$ cat config.mk
export PLATFORM = sky130hd
export DESIGN_NAME = cal_sequencer
export DESIGN_NICKNAME = d
export VERILOG_FILES = /design/src/rtl/cal_pkg.sv /design/src/rtl/cal_led_encoder.sv /design/src/rtl/cal_sequencer.sv
export SDC_FILE = /design/constraint.sdc
export NUM_CORES = 1
export LEC_CHECK = 0
export BUFFER_PORTS_ARGS = -buffer_cell sky130_fd_sc_hd__buf_2
export CORE_MARGIN = 2
export CORE_UTILIZATION = 56
export CTS_CLUSTER_DIAMETER = 150
export DETAILED_ROUTE_END_ITERATION = 12
export GPL_TIMING_DRIVEN = 0
export PLACE_DENSITY = 0.86
export SLEW_MARGIN = 10
export SYNTH_ARGS = -nofsm -noshare
export SYNTH_HDL_FRONTEND = slang
export SYNTH_SLANG_ARGS = --single-unit
$ cat constraint.sdc
create_clock -name clk -period 4 [get_ports clk]
set_input_delay 0.2 -clock clk [delete_from_list [all_inputs] [get_ports clk]]
set_output_delay 0.2 -clock clk [all_outputs]
set_load 0.005 [all_outputs]
$ cat src/rtl/cal_pkg.sv
// Shared types and LED code helper for the calibration sequencer.
// Define CAL_GRAY_EN to emit Gray-coded LED IDs instead of plain binary.
package cal_pkg;

    typedef enum logic [2:0] {
        IDLE,
        CLEAR,
        SHOW,
        SCAN,
        DONE
    } cal_state_t;

    // Code 0 is reserved for "no LED", so LED j carries j+1 before optional Gray mapping.
    function automatic int unsigned led_code(input int unsigned j);
        int unsigned c;
        c = j + 1;
`ifdef CAL_GRAY_EN
        return c ^ (c >> 1);
`else
        return c;
`endif
    endfunction

endpackage

$ cat src/rtl/cal_led_encoder.sv
// Registered LED-request to colour path: lights an LED when the active plane's bit
// of its code is set while a plane is being shown or scanned.
module cal_led_encoder
    import cal_pkg::*;
#(
    parameter int unsigned NUM_LEDS          = 50,
    parameter int unsigned LED_ADDRESS_WIDTH = 6,
    parameter int unsigned KW                = 3,
    parameter logic [23:0] ON_COLOR          = 24'hFFFFFF,
    parameter logic [23:0] OFF_COLOR         = 24'h000000
) (
    input  logic                         clk,
    input  logic                         rst,
    input  logic [LED_ADDRESS_WIDTH-1:0] led_request,
    input  logic                         led_request_valid,
    input  logic [KW-1:0]                k,
    input  cal_state_t                   state,
    output logic [7:0]                   red_out,
    output logic [7:0]                   green_out,
    output logic [7:0]                   blue_out,
    output logic                         color_valid
);

    logic [31:0] w_code;
    logic        w_lit;

    always_comb begin
        w_code = led_code(32'(led_request));
        w_lit  = ((state == SHOW) || (state == SCAN)) &&
                 (32'(led_request) < NUM_LEDS) &&
                 (|(w_code & (32'd1 << k)));
    end

    always_ff @(posedge clk) begin
        if (rst) begin
            red_out     <= '0;
            green_out   <= '0;
            blue_out    <= '0;
            color_valid <= 1'b0;
        end else begin
            color_valid <= led_request_valid;
            if (led_request_valid && w_lit) begin
                red_out   <= ON_COLOR[23:16];
                green_out <= ON_COLOR[15:8];
                blue_out  <= ON_COLOR[7:0];
            end else begin
                red_out   <= OFF_COLOR[23:16];
                green_out <= OFF_COLOR[15:8];
                blue_out  <= OFF_COLOR[7:0];
            end
        end
    end

endmodule

$ cat src/rtl/cal_sequencer.sv
// Calibration sequencer: shows one LED-ID bit-plane at a time and ORs each captured
// plane into the per-pixel calibration table. CAL_GRAY_EN selects Gray-coded IDs.
module cal_sequencer
    import cal_pkg::*;
#(
    parameter int unsigned NUM_LEDS                = 50,
    parameter int unsigned LED_ADDRESS_WIDTH       = 6,
    parameter int unsigned NUM_FRAME_BUFFER_PIXELS = 64800,
    parameter int unsigned SETTLE_CYCLES           = 1024,
    parameter logic [23:0] ON_COLOR                = 24'hFFFFFF,
    parameter logic [23:0] OFF_COLOR               = 24'h000000
) (
    input  logic                                       clk,
    input  logic                                       rst,
    input  logic                                       start,
    input  logic                                       capture_frame,
    input  logic [LED_ADDRESS_WIDTH-1:0]               led_request,
    input  logic                                       led_request_valid,
    output logic [7:0]                                 red_out,
    output logic [7:0]                                 green_out,
    output logic [7:0]                                 blue_out,
    output logic                                       color_valid,
    output logic                                       displayed_frame_valid,
    output logic [$clog2(NUM_FRAME_BUFFER_PIXELS)-1:0] fb_addr,
    input  logic                                       fb_data,
    output logic [$clog2(NUM_FRAME_BUFFER_PIXELS)-1:0] tbl_rd_addr,
    input  logic [LED_ADDRESS_WIDTH:0]                 tbl_rd_data,
    output logic [$clog2(NUM_FRAME_BUFFER_PIXELS)-1:0] tbl_wr_addr,
    output logic [LED_ADDRESS_WIDTH:0]                 tbl_wr_data,
    output logic                                       tbl_we,
    output logic                                       busy,
    output logic                                       done,
    output logic [$clog2(LED_ADDRESS_WIDTH+1)-1:0]     current_bit
);

    localparam int unsigned CW = LED_ADDRESS_WIDTH + 1;
    localparam int unsigned PW = $clog2(NUM_FRAME_BUFFER_PIXELS);
    localparam int unsigned KW = $clog2(CW);
    localparam int unsigned SW = $clog2(SETTLE_CYCLES + 1);
    localparam logic [PW-1:0] LAST_ADDR = PW'(NUM_FRAME_BUFFER_PIXELS - 1);

    cal_state_t    r_state, w_next;
    logic [PW-1:0] r_addr, r_a1, r_a2;
    logic          r_issue, r_v1, r_v2;
    logic [KW-1:0] r_k;
    logic [SW-1:0] r_settle;
    logic          w_settled, w_clr_last, w_scan_last, w_last_plane;

    assign w_clr_last   = (r_addr == LAST_ADDR);
    assign w_settled    = (r_state == SHOW) && (r_settle == SW'(SETTLE_CYCLES));
    assign w_scan_last  = r_v2 && (r_a2 == LAST_ADDR);
    assign w_last_plane = (r_k == KW'(CW - 1));

    always_ff @(posedge clk) begin
        if (rst) r_state <= IDLE;
        else     r_state <= w_next;
    end

    always_comb begin
        w_next                = r_state;
        busy                  = 1'b0;
        done                  = 1'b0;
        displayed_frame_valid = w_settled;
        case (r_state)
            IDLE:  if (start) w_next = CLEAR;
            DONE: begin
                done = 1'b1;
                if (start) w_next = CLEAR;
            end
            CLEAR: begin
                busy = 1'b1;
                if (w_clr_last) w_next = SHOW;
            end
            SHOW: begin
                busy = 1'b1;
                if (capture_frame && w_settled) w_next = SCAN;
            end
            SCAN: begin
                busy = 1'b1;
                if (w_scan_last) w_next = w_last_plane ? DONE : SHOW;
            end
            default: w_next = IDLE;
        endcase
    end

    // Read issue and the 2-stage read-modify-write pipeline share r_addr as sweep counter.
    always_ff @(posedge clk) begin
        if (rst) begin
            r_addr   <= '0;
            r_a1     <= '0;
            r_a2     <= '0;
            r_issue  <= 1'b0;
            r_v1     <= 1'b0;
            r_v2     <= 1'b0;
            r_k      <= '0;
            r_settle <= '0;
        end else begin
            r_v1 <= (r_state == SCAN) && r_issue;
            r_a1 <= r_addr;
            r_v2 <= r_v1;
            r_a2 <= r_a1;
            case (r_state)
                IDLE, DONE: begin
                    if (start) begin
                        r_addr   <= '0;
                        r_k      <= '0;
                        r_settle <= '0;
                    end
                end
                CLEAR: begin
                    r_settle <= '0;
                    if (w_clr_last) r_addr <= '0;
                    else            r_addr <= r_addr + 1'b1;
                end
                SHOW: begin
                    if (!w_settled) r_settle <= r_settle + 1'b1;
                    if (w_next == SCAN) begin
                        r_addr  <= '0;
                        r_issue <= 1'b1;
                    end
                end
                SCAN: begin
                    if (r_issue) begin
                        if (r_addr == LAST_ADDR) r_issue <= 1'b0;
                        else                     r_addr  <= r_addr + 1'b1;
                    end
                    if (w_scan_last) begin
                        r_addr   <= '0;
                        r_settle <= '0;
                        if (!w_last_plane) r_k <= r_k + 1'b1;
                    end
                end
                default: ;
            endcase
        end
    end

    always_comb begin
        fb_addr     = r_addr;
        tbl_rd_addr = r_addr;
        tbl_we      = r_v2 || (r_state == CLEAR);
        tbl_wr_addr = '0;
        tbl_wr_data = '0;
        if (r_v2) begin
            tbl_wr_addr = r_a2;
            tbl_wr_data = tbl_rd_data | (CW'(fb_data) << r_k);
        end else if (r_state == CLEAR) begin
            tbl_wr_addr = r_addr;
        end
        current_bit = r_k;
    end

    cal_led_encoder #(
        .NUM_LEDS          (NUM_LEDS),
        .LED_ADDRESS_WIDTH (LED_ADDRESS_WIDTH),
        .KW                (KW),
        .ON_COLOR          (ON_COLOR),
        .OFF_COLOR         (OFF_COLOR)
    ) u_led_encoder (
        .clk               (clk),
        .rst               (rst),
        .led_request       (led_request),
        .led_request_valid (led_request_valid),
        .k                 (r_k),
        .state             (r_state),
        .red_out           (red_out),
        .green_out         (green_out),
        .blue_out          (blue_out),
        .color_valid       (color_valid)
    );

endmodule

==> results.ini <==
[status]
status = completed

[global_route]
grt_pass1_vias = 3100
grt_max_degree = 25
overflow = 0
antenna_found_initial = 0
grt_use_total_pct = 26.4
grt_pass1_wl_mm = 14.9

[cts]
clkTransAtPathRegs_ns = 0.07
cts.sinks = 70
clkLatencyLatePin_ns = 0.37
cts_root_buffer = clkbuf_8
cts-resized-gates = 0
hold_buffers = 0
cts_buffers = 9
postCtsSetupRepairBufs = 0
clk_path_buf_depth = 2
htree_levels = 3
cts_tree = built

[setup_path]
crit_start = r_state[0]
critPathKind = register to output port
worstReg2RegStart = r_v2
critPathArrivalTime_ns = 2.55
r2r_slack_ns = 1.48
r2r_cells = 8
cp_max_fo = 10
endpoint_kind = output port
crit_path_top_delay_cell = nor3_1
critPathLaunchType = register
max_stage_delay_ns = 0.70
crit_chain = inv_1 -> nor3_1 -> clkbuf_1 -> nand2_1 -> o21ai_0 -> buf_2
setup.worst_path.end = tbl_wr_addr[4]
reg2reg_to = fb_addr[7]
critPathRequiredTime_ns = 3.80

[synthesis]
synth_area_per_cell_um2 = 8.24
synth_area_leaders = dfxtp_1, buf_4, nor2b_1
ys_seq_area_share_pct = 39.0
synth_enable_flop_cells = 0
synth_most_common_cell = dfxtp_1
synth_area_leader_cell = dfxtp_1
syn-num-nets = 464
ys.flop_type = dfxtp_1
synth_warnings = 0
ys_types = 52
yosys.area.top_type_share_pct = 39.0
synth_seq_cells = 70
ys_async_sr_fraction_pct = 0
synth_common_cells = dfxtp_1, nand2_1, buf_4
syn_area_mm2 = 0.00359
netlist_instances = 436

[pwr]
leakage_nw = 2.07
p_total_mw = 1.40
ir_drop_uv = 247
p_per_area_mw_per_mm2 = 318

[timing]
finClkSkew_ns = 0.0159
finalSetupViolCount = 0
final.setup.tns_ns = 0
tightest_slew_ns = 0.838
finalWorstSetupSlack_ns = 1.25
slew_violations = 0
max_freq_mhz = 364
relSlewSlack_pct = 43.7
period_share_pct = 68.7
rsz0062_at_grt = no
fin_crit_ns = 2.75
hold_viol_final = 0

[placed_design]
gp_congestion = 0.937
pre_cts_slack_ns = 1.56
dpl.hpwl_mm = 6.95
port_buffers = 104
post-place-cells = 617

[detailed_routing]
route.detailed.drc = 0
wl_per_cell_um = 14.9
vias = 3542
routed_via_density = 5.60
wl_mm = 9.45
ant_nets = 0
drt_pass1_iterations = 5
drt_first_iter_violations = 258

[run]
drv_cap = 0

[die]
ioPinCount = 106
die_area_mm2 = 0.00708
core_mm2 = 0.00628
start_util_pct = 57.3
die_w_um = 84.1
placementRows = 29
fp.dieH_um = 84.1

[cells_and_area]
syn_to_final_growth_pct = 22.9
final_layout_size_suffix_gt1_share_pct = 30.4
fin_util_pct = 70.4
layout.cells.non_filler = 633
antenna_cells = 0
final_nets = 579

[hold_path]
hp-class = input pin to register

layout make-up:
cell class | instances | area (µm²)
Fill cell | 483 | 1860
Multi-Input combinational cell | 296 | 1770
Sequential cell | 70 | 1400
Timing Repair Buffer | 104 | 520
Buffer | 56 | 368
Clock buffer | 10 | 138
Tap cell | 77 | 96.3
Clock inverter | 6 | 70.1
Inverter | 14 | 52.6
per-stage QoR:
step	hold WS (ns)	instance area [µm²]
6_report	0.128	4420
5_1_grt	0.130	4420
2_1_floorplan	0.354	3590
3_3_place_gp	0.415	4210
3_5_place_dp	0.422	4210
4_1_cts	0.126	4420
metal layers:
metal,up-vias,global-route usage (%),share of wire (%)
met5,-,0,0
met4,0,13.0,3.2
met3,37,6.53,8.5
met2,205,41.0,45
met1,1594,34.2,43
li1,1706,-,-
report_power, final:
part           switching (mW)  total [mW]  internal, mW
Clock                   0.287       0.595         0.308
Combinational          0.0681       0.105        0.0371
Sequential            0.00456       0.705         0.701
worst max-delay path: cells and delay by family (launching register included):
family,cells,cell delay [ns]
and+or+nand+nor,2,0.79
buffers and inverters,3,0.72
DFF,1,0.41
AOI/OAI and AO/OA,1,0.27
cells in the final DEF (no fill, tap or decap), types with 3 or more instances in the layout:
master,netlist,final
o21ai_0,22,22
nor2_1,39,39
nor2b_1,32,32
nand2_1,48,48
nand4_1,5,5
nor3_1,14,14
a21oi_1,9,9
nor4b_1,3,3
xor2_1,5,5
inv_1,14,14
o31ai_1,4,4
nor4_1,3,3
xnor2_1,9,9
buf_4,41,41
buf_2,3,107
and3_1,12,12
clkbuf_1,11,11
clkbuf_8,0,10
nand3_1,20,20
nand2b_1,3,3
ha_1,9,9
a32o_1,10,10
o21a_1,7,7
or3_1,3,3
clkinvlp_4,0,3
o21ai_1,8,8
dfxtp_1,70,70
cell families after synthesis:
| family | after synthesis | synth area share, % |
|---|---|---|
| AO/OA/AOI/OAI | 79 | 15.2 |
| XOR/XNOR | 14 | 3.41 |
| adder cells (fa/ha/maj) | 9 | 3.13 |
| buffers and inverters | 70 | 11.7 |
| flip-flops | 70 | 39.0 |
| multiplexers | 1 | 0.278 |
| AND/OR/NAND/NOR | 193 | 27.3 |
state kept, by name, indices dropped and copies added (netlist names):
| register | cells |
|---|---|
| r_v2 | 1 |
| r_v1 | 1 |
| u_led_encoder.red_out | 1 |
| r_settle | 11 |
| fb_addr | 16 |
| current_bit | 3 |
| r_issue | 1 |
| r_state | 3 |
| r_a1 | 16 |
| r_a2 | 16 |
| u_led_encoder.color_valid | 1 |
worst min path at each step:
| stage | from | end | slack (ns) | cells after the start |
|---|---|---|---|---|
| finish | led_request_valid | u_led_encoder.color_valid | 0.13 | 2 |
| global route | led_request_valid | u_led_encoder.color_valid | 0.13 | 2 |
| CTS | led_request_valid | u_led_encoder.color_valid | 0.13 | 2 |
| detailed placement | r_a1[10] | r_a2[10] | 0.42 | 1 |
| global placement | r_a1[14] | r_a2[14] | 0.42 | 1 |
| floorplan | led_request_valid | u_led_encoder.color_valid | 0.35 | 1 |
No activity file was read; power rests on OpenSTA's default activity.
